**config.mk**
```make
export PLATFORM = sky130hd
export DESIGN_NAME = avaliador_polinomio
export DESIGN_NICKNAME = d
export VERILOG_FILES = /design/src/rtl/avaliador_polinomio.sv
export SDC_FILE = /design/constraint.sdc
export NUM_CORES = 1
export LEC_CHECK = 0
export BUFFER_PORTS_ARGS = -buffer_cell sky130_fd_sc_hd__buf_2
export CORE_MARGIN = 4
export CORE_UTILIZATION = 55
export CTS_CLUSTER_DIAMETER = 100
export DETAILED_ROUTE_END_ITERATION = 8
export PLACE_DENSITY = 0.74
export SLEW_MARGIN = 20
export SYNTH_ARGS = -nofsm -noshare
export SYNTH_HDL_FRONTEND = slang
export SYNTH_SLANG_ARGS = --single-unit
export TNS_END_PERCENT = 10
```
**constraint.sdc**
```tcl
create_clock -name ck -period 9.4 [get_ports ck]
set_input_delay 1.88 -clock ck [delete_from_list [all_inputs] [get_ports ck]]
set_output_delay 1.88 -clock ck [all_outputs]
set_load 0.02 [all_outputs]
```
**src/rtl/avaliador_polinomio.sv**
```systemverilog
// Sequential polynomial evaluator using Horner's method.
// One multiply-add per clock, W-bit datapath, optional two's-complement.
module avaliador_polinomio #(
  parameter int unsigned W      = 16,
  parameter int unsigned DEGREE = 2,
  parameter bit          SIGNED = 1'b0
) (
  input  logic                      ck,
  input  logic                      rst,
  input  logic                      inicio,
  input  logic [W-1:0]              X,
  input  logic [(DEGREE+1)*W-1:0]   coef,
  output logic                      pronto,
  output logic                      overflow,
  output logic [W-1:0]              resultado
);

  localparam int unsigned CW = (DEGREE > 1) ? $clog2(DEGREE) : 1;
  // a_N is loaded straight into acc, so only a_0..a_{N-1} are kept.
  localparam int unsigned CV = DEGREE * W;

  typedef enum logic [1:0] {
    IDLE = 2'd0,
    CALC = 2'd1,
    DONE = 2'd2
  } state_t;

  state_t          state_q;
  logic [W-1:0]    acc_q;
  logic [W-1:0]    xr_q;
  logic [CV-1:0]   cr_q;
  logic [CW-1:0]   cnt_q;
  logic            ovf_q;
  logic            pronto_q;

  logic [W-1:0]    a_sel;
  logic [2*W-1:0]  acc_ext;
  logic [2*W-1:0]  xr_ext;
  logic [2*W-1:0]  prod;
  logic [2*W:0]    a_ext;
  logic [2*W:0]    sum;
  logic [W:0]      sum_top;
  logic            step_ovf;
  logic [W-1:0]    acc_d;
  logic            ovf_d;

  // Pick coefficient a_cnt for the current Horner step.
  always_comb begin
    a_sel = '0;
    for (int k = 0; k < int'(DEGREE); k++) begin
      if (cnt_q == CW'(k)) begin
        a_sel = cr_q[k*W +: W];
      end
    end
  end

  // Full-precision multiply-add and per-step range check.
  // Operands are extended to 2W bits; the low 2W bits of the
  // product are exact for both signed and unsigned operands.
  always_comb begin
    if (SIGNED) begin
      acc_ext = {{W{acc_q[W-1]}}, acc_q};
      xr_ext  = {{W{xr_q[W-1]}}, xr_q};
      a_ext   = {{(W+1){a_sel[W-1]}}, a_sel};
    end else begin
      acc_ext = {{W{1'b0}}, acc_q};
      xr_ext  = {{W{1'b0}}, xr_q};
      a_ext   = {{(W+1){1'b0}}, a_sel};
    end
    prod = acc_ext * xr_ext;
    if (SIGNED) begin
      sum = {prod[2*W-1], prod} + a_ext;
    end else begin
      sum = {1'b0, prod} + a_ext;
    end
    sum_top = sum[2*W:W-1];
    if (SIGNED) begin
      // In range iff bits 2W..W-1 are all copies of the sign.
      step_ovf = !((&sum_top) || !(|sum_top));
    end else begin
      step_ovf = |sum_top[W:1];
    end
    acc_d = sum[W-1:0];
    ovf_d = ovf_q | step_ovf;
  end

  // Control FSM with registered outputs.
  always_ff @(posedge ck or negedge rst) begin
    if (!rst) begin
      state_q  <= IDLE;
      acc_q    <= '0;
      xr_q     <= '0;
      cr_q     <= '0;
      cnt_q    <= '0;
      ovf_q    <= 1'b0;
      pronto_q <= 1'b0;
    end else begin
      unique case (state_q)
        IDLE, DONE: begin
          if (inicio) begin
            xr_q     <= X;
            cr_q     <= coef[CV-1:0];
            acc_q    <= coef[DEGREE*W +: W];
            cnt_q    <= CW'(DEGREE - 1);
            ovf_q    <= 1'b0;
            pronto_q <= 1'b0;
            state_q  <= CALC;
          end
        end
        CALC: begin
          acc_q <= acc_d;
          ovf_q <= ovf_d;
          if (cnt_q == '0) begin
            pronto_q <= 1'b1;
            state_q  <= DONE;
          end else begin
            cnt_q <= cnt_q - CW'(1);
          end
        end
        default: begin
          state_q  <= IDLE;
          pronto_q <= 1'b0;
        end
      endcase
    end
  end

  assign pronto    = pronto_q;
  assign overflow  = ovf_q;
  assign resultado = acc_q;

endmodule

```
Word level (Yosys, flattened, before mapping)
Cells that the tools add are included.
{ "word_totals": {"ff_bits": 69, "input_bits": 67, "output_inout_bits": 18, "elab_cells": 35} }
{ "classes": {"add_sub_neg": 2, "mul": 1, "n_eq_ne": 4, "mux": 13, "n_bitwise": 1, "n_reduce_logical": 7} }
{ "ops": {"columns": ["cell", "n"], "rows": [
  ["$add 32x16->32", 1],
  ["$mul 16x16->32", 1],
  ["$mux 16", 2],
  ["$pmux 16 s2", 1],
  ["$reduce_or 16->1", 1],
  ["$pmux 1 s2", 3],
  ["$reduce_and 2->1", 3],
  ["$mux 1", 4],
  ["$mux 2", 2],
  ["$ne 2x2->1 const B", 2],
  ["$pmux 2 s2", 1],
  ["$eq 2x1->1 const B", 1],
  ["$eq 2x2->1 const B", 1],
  ["$logic_not 2->1", 1],
  ["$reduce_bool 2->1", 1],
  ["$reduce_or 2->1", 1],
  ["$or 1x1->1", 1],
  ["$sub 1x1->1 const B", 1]
]} }

Longest topological paths before layout
{ "depth": {"word_depth": 5, "mapped_depth": 25} }

Worst setup path after synthesis
OpenSTA, ideal clock, no wires.
{ "synth_timing": {"path_kind": "flip-flop to flip-flop", "from": "reg acc_q[6] (netlist: resultado[6])", "to": "reg ovf_q (netlist: overflow)", "setup_time_ns": 0.135, "arrival_ns": 5.985, "required_ns": 9.265, "path_slack_ns": 3.280, "stages_incl_launch_ff": 22, "path_cell_list": "dfrtp_1 > clkbuf_1 > clkbuf_1 > nand2_1 > fa_1 > fa_1 > fa_1 > fa_1 > fa_1 > fa_1 > inv_1 > ha_1 > clkbuf_1 > nand3_1 > or2_0 > o31a_1 > o311ai_2 > a21oi_2 > o41ai_2 > xor2_1 > a2111oi_1 > a31oi_1"} }
{ "synth_via": {"elab_chain_len": 5} }
{ "synth_rtl": {"columns": ["item", "line_no", "rtl"], "rows": [
  ["start, declared", "29", "logic [W-1:0] acc_q;"],
  ["start signal, assigned", "103", "acc_q <= coef[DEGREE*W +: W];"],
  ["$mul 16x16->32", "70", "prod = acc_ext * xr_ext;"],
  ["$add 32x16->32", "74", "sum = {1'b0, prod} + a_ext;"],
  ["$reduce_or 16->1", "81", "step_ovf = |sum_top[W:1];"],
  ["$or 1x1->1", "84", "ovf_d = ovf_q | step_ovf;"],
  ["$pmux 1 s2", "98", "unique case (state_q)"],
  ["end signal, assigned", "112", "ovf_q <= ovf_d;"],
  ["end, declared", "33", "logic ovf_q;"]
]} }
No other way between the ends.
A chain may end at the register's enable or synchronous reset.

Worst setup path after layout
{ "layout_timing": {"from": "reg acc_q[7] (netlist: resultado[7])", "to": "reg ovf_q (netlist: overflow)"} }
Same word-level chain as after synthesis.

==> results.toml <==
[run_status]
status = "completed"

[sta]
min_period_ps = 6750
tns_ps = 0
final.period_utilization = 0.718
clock-skew-final_ps = 9.89
final-hold-violation-count = 0
report.final.setup_viol = 0
final_max_slew_viol_count = 0
unrepaired_setup_endpoints_after_global_routing = "no"
worst_slack_ps = 2650
measured_slew_at_the_worst_slew_check_pin_ps = 1010
max_freq_ghz = 0.148
worst_slew_margin_rel = 0.324

[yosys]
yosysUniqueCellTypes = 62
yosysTopAreaCellShare = 0.353
dominant_cell_by_count_in_the_synthesized_netlist = "sky130_fd_sc_hd__nand2_1"
ys.flop_type = "sky130_fd_sc_hd__dfrtp_1"
ys_ff_latch = 68
synth.yosys.seq_area_share = 0.143
synthTopCellsByCount = "sky130_fd_sc_hd__nand2_1 (295), sky130_fd_sc_hd__inv_1 (246), sky130_fd_sc_hd__fa_1 (210), sky130_fd_sc_hd__and2_1 (127), sky130_fd_sc_hd__ha_1 (106)"
synthesized_netlist_net_count = 1733
synth.cell_area_mm2 = 0.0119
synth-edff-count = 0
synth.area.top_cells = "sky130_fd_sc_hd__fa_1 (35%), sky130_fd_sc_hd__dfrtp_1 (14%), sky130_fd_sc_hd__ha_1 (11%)"
post-synth-top-area-cell = "sky130_fd_sc_hd__fa_1"
syn_inst = 1350
ys_async_sr_fraction = 1.00
syn-mean-instance-area_um2 = 8.83
yosysWarningCount = 0

[cts]
tritoncts_num_sinks = 68
total_setup_buffers_inserted_after_cts = 0
max-clock-path-buffers = 2
postCtsHoldBufs = 0
h-tree-depth = 3
cts-buffers-inserted = 9
clk_pin_slew_worst_paths_ps = 60
cts-resized-gates = 0
tritoncts = "built"
clock_insertion_delay_worst_skew_ps = 340
cts.root.buffer_cell = "sky130_fd_sc_hd__clkbuf_16"

[final_layout]
syn_to_final_growth_pct = 7.18
fraction_of_final_layout_cells_sized_beyond_drive_strength_1 = 0.0876
layout.nets = 1771

[worst_setup_path]
crit_arrival_ps = 6950
cp_common_cell = "sky130_fd_sc_hd__fa_1"
worst_path_cell_trace = "nand2_1 -> fa_1 -> inv_1 -> fa_1 -> fa_1 -> fa_1 -> fa_1 -> inv_1 -> fa_1 -> inv_1 -> ha_1 -> a21oi_1 -> or2_0 -> o31a_1 -> o311ai_2 -> a21oi_2 -> o41ai_2 -> xor2_1 -> a2111oi_1 -> a31oi_1"
timing.critical_path.to_type = "flip-flop"
timing.critical_path.buf_inv = 3
r2r_worst_path_depth = 20
req_time_crit_path_ps = 9610
cp_num_cells = 20
worst_setup_path_start_kind = "flip-flop"
cp_top_family = "adder cells"
timing.critical_path.fanout_max = 18
timing.critical_path.slowest_stage_cell = "sky130_fd_sc_hd__dfrtp_1"
crit_path_largest_cell_delay_ps = 1010
critPathKind = "reg2reg"
worst_reg_to_reg_setup_slack_ps = 2650

[hold_path]
worst_hold_path.num_cells = 2
worstHoldPathType = "reg2reg"

[die]
die-height_um = 155
start_util = 0.563
die_area_mm2 = 0.0241
floorplan.die.width_um = 155
design.portCount = 85
core.rowCount = 53
design.core.area_mm2 = 0.0212

[global_routing]
first_global_vias = 9999
gr-total-overflow = 0
grt_first_pass_wirelength_mm = 51.4
track_usage = 0.267
grt_start_max_net_pins = 69
antenna_found_initial = 0

[job]
maxCapViolCount = 0

[placed_design]
global_placement_routability_congestion = 0.952
dpl.hpwl_mm = 23.1
post_place_setup_slack_ps = 2750
port-buffer-count = 84

[route]
vias = 9158
post_route_drc = 0
final_ant_viol_nets = 0
drtPass1Iterations = 5
via_count_normalized_by_instance_count = 5.49
finalWirelength_mm = 29.7
drtIter0Drc = 606
detail_route.wl_per_cell_um = 17.8
cells by family (layout without fill, tap and decap cells):
kind of cell | after synthesis | in the layout | synth area share
buffers and inverters | 310 | 352 | 0.0986
other | 0 | 1 | 0
AND/OR/NAND/NOR | 495 | 495 | 0.192
AO/OA/AOI/OAI | 121 | 121 | 0.0707
multiplexers | 22 | 22 | 0.0190
flip-flops | 68 | 68 | 0.143
XOR/XNOR | 18 | 18 | 0.0132
adder cells (fa/ha/maj) | 316 | 316 | 0.464
worst reg2reg max path, stage by stage, from the launching register on:
cell                        delay (ps)
sky130_fd_sc_hd__dfrtp_1          1010
sky130_fd_sc_hd__nand2_1           200
sky130_fd_sc_hd__fa_1              550
sky130_fd_sc_hd__inv_1              50
sky130_fd_sc_hd__fa_1              490
sky130_fd_sc_hd__fa_1              610
sky130_fd_sc_hd__fa_1              450
sky130_fd_sc_hd__fa_1              530
sky130_fd_sc_hd__inv_1              60
sky130_fd_sc_hd__fa_1              480
sky130_fd_sc_hd__inv_1              40
sky130_fd_sc_hd__ha_1              370
sky130_fd_sc_hd__a21oi_1           290
sky130_fd_sc_hd__or2_0             150
sky130_fd_sc_hd__o31a_1            140
sky130_fd_sc_hd__o311ai_2          110
sky130_fd_sc_hd__a21oi_2           250
sky130_fd_sc_hd__o41ai_2           120
sky130_fd_sc_hd__xor2_1            170
sky130_fd_sc_hd__a2111oi_1         400
sky130_fd_sc_hd__a31oi_1           140
routing by layer:
| layer | vias up | global-route usage | share of wire |
|---|---|---|---|
| met3 | 46 | 0.0567 | 0.071 |
| met5 | - | 0 | 0 |
| met2 | 320 | 0.424 | 0.46 |
| li1 | 4184 | - | - |
| met4 | 0 | 0.0659 | 0.022 |
| met1 | 4608 | 0.379 | 0.45 |
area by class of cell:
class                   instances  area (um^2)
diodes                          1         2.50
clock buffers                  11          253
clock inverters                 4         25.0
multi-input cells             972         9050
flip-flops and latches         68         1700
inverters                     246          923
repair buffers                 91          473
fillers                      1803         8380
well taps                     275          344
cell usage in the layout (no fill, tap or decap), drive strengths merged, types with 2 or more instances in the layout:
master and instances:
fa 210, clkinvlp 2, o41ai 2, o21a 6, o22ai 5, nor3 7
a31oi 4, mux2i 17, xnor2 11, nor2 23, or2 2, nand2 295
o21bai 3, and2 127, buf 91, mux2 5, o21ai 20, o211ai 3
xor2 7, o31ai 5, a21o 13, clkbuf 11, a21oi 26, nor2b 8
a211oi 4, a2111oi 3, nand4 5, nand3 13, nand2b 10, dfrtp 68
ha 106, clkinv 2, a22oi 11, inv 246, a311oi 2
stage by stage:
step	hold WS (ps)	util	cells	area, um^2
after detailed placement	461	0.591	1652	12500
after CTS	476	0.604	1667	12800
after global routing	496	0.604	1667	12800
after global placement	458	0.591	1652	12500
after floorplan	440	-	1350	11900
final	473	0.604	1668	12800
registers in the layout, summed over array words and instances, names as in the netlist:
register / cells
xr_q: 16
pronto: 1
cr_q: 32
resultado: 16
state_q: 1
overflow: 1
cnt_q: 1
worst paths after layout:
check	start	end
setup reg to reg	resultado[7]$_DFFE_PN0P_	overflow$_DFFE_PN0P_
max in group asynchronous	rst	cr_q[27]$_DFFE_PN0P_
min in group asynchronous	rst	resultado[3]$_DFFE_PN0P_
hold / removal	cr_q[12]$_DFFE_PN0P_	cr_q[12]$_DFFE_PN0P_
hold reg to reg	cr_q[12]$_DFFE_PN0P_	cr_q[12]$_DFFE_PN0P_
setup / recovery	resultado[7]$_DFFE_PN0P_	overflow$_DFFE_PN0P_
Power is not shown: default switching activity piles up to over one toggle a cycle in this logic, so the estimate is an artifact.
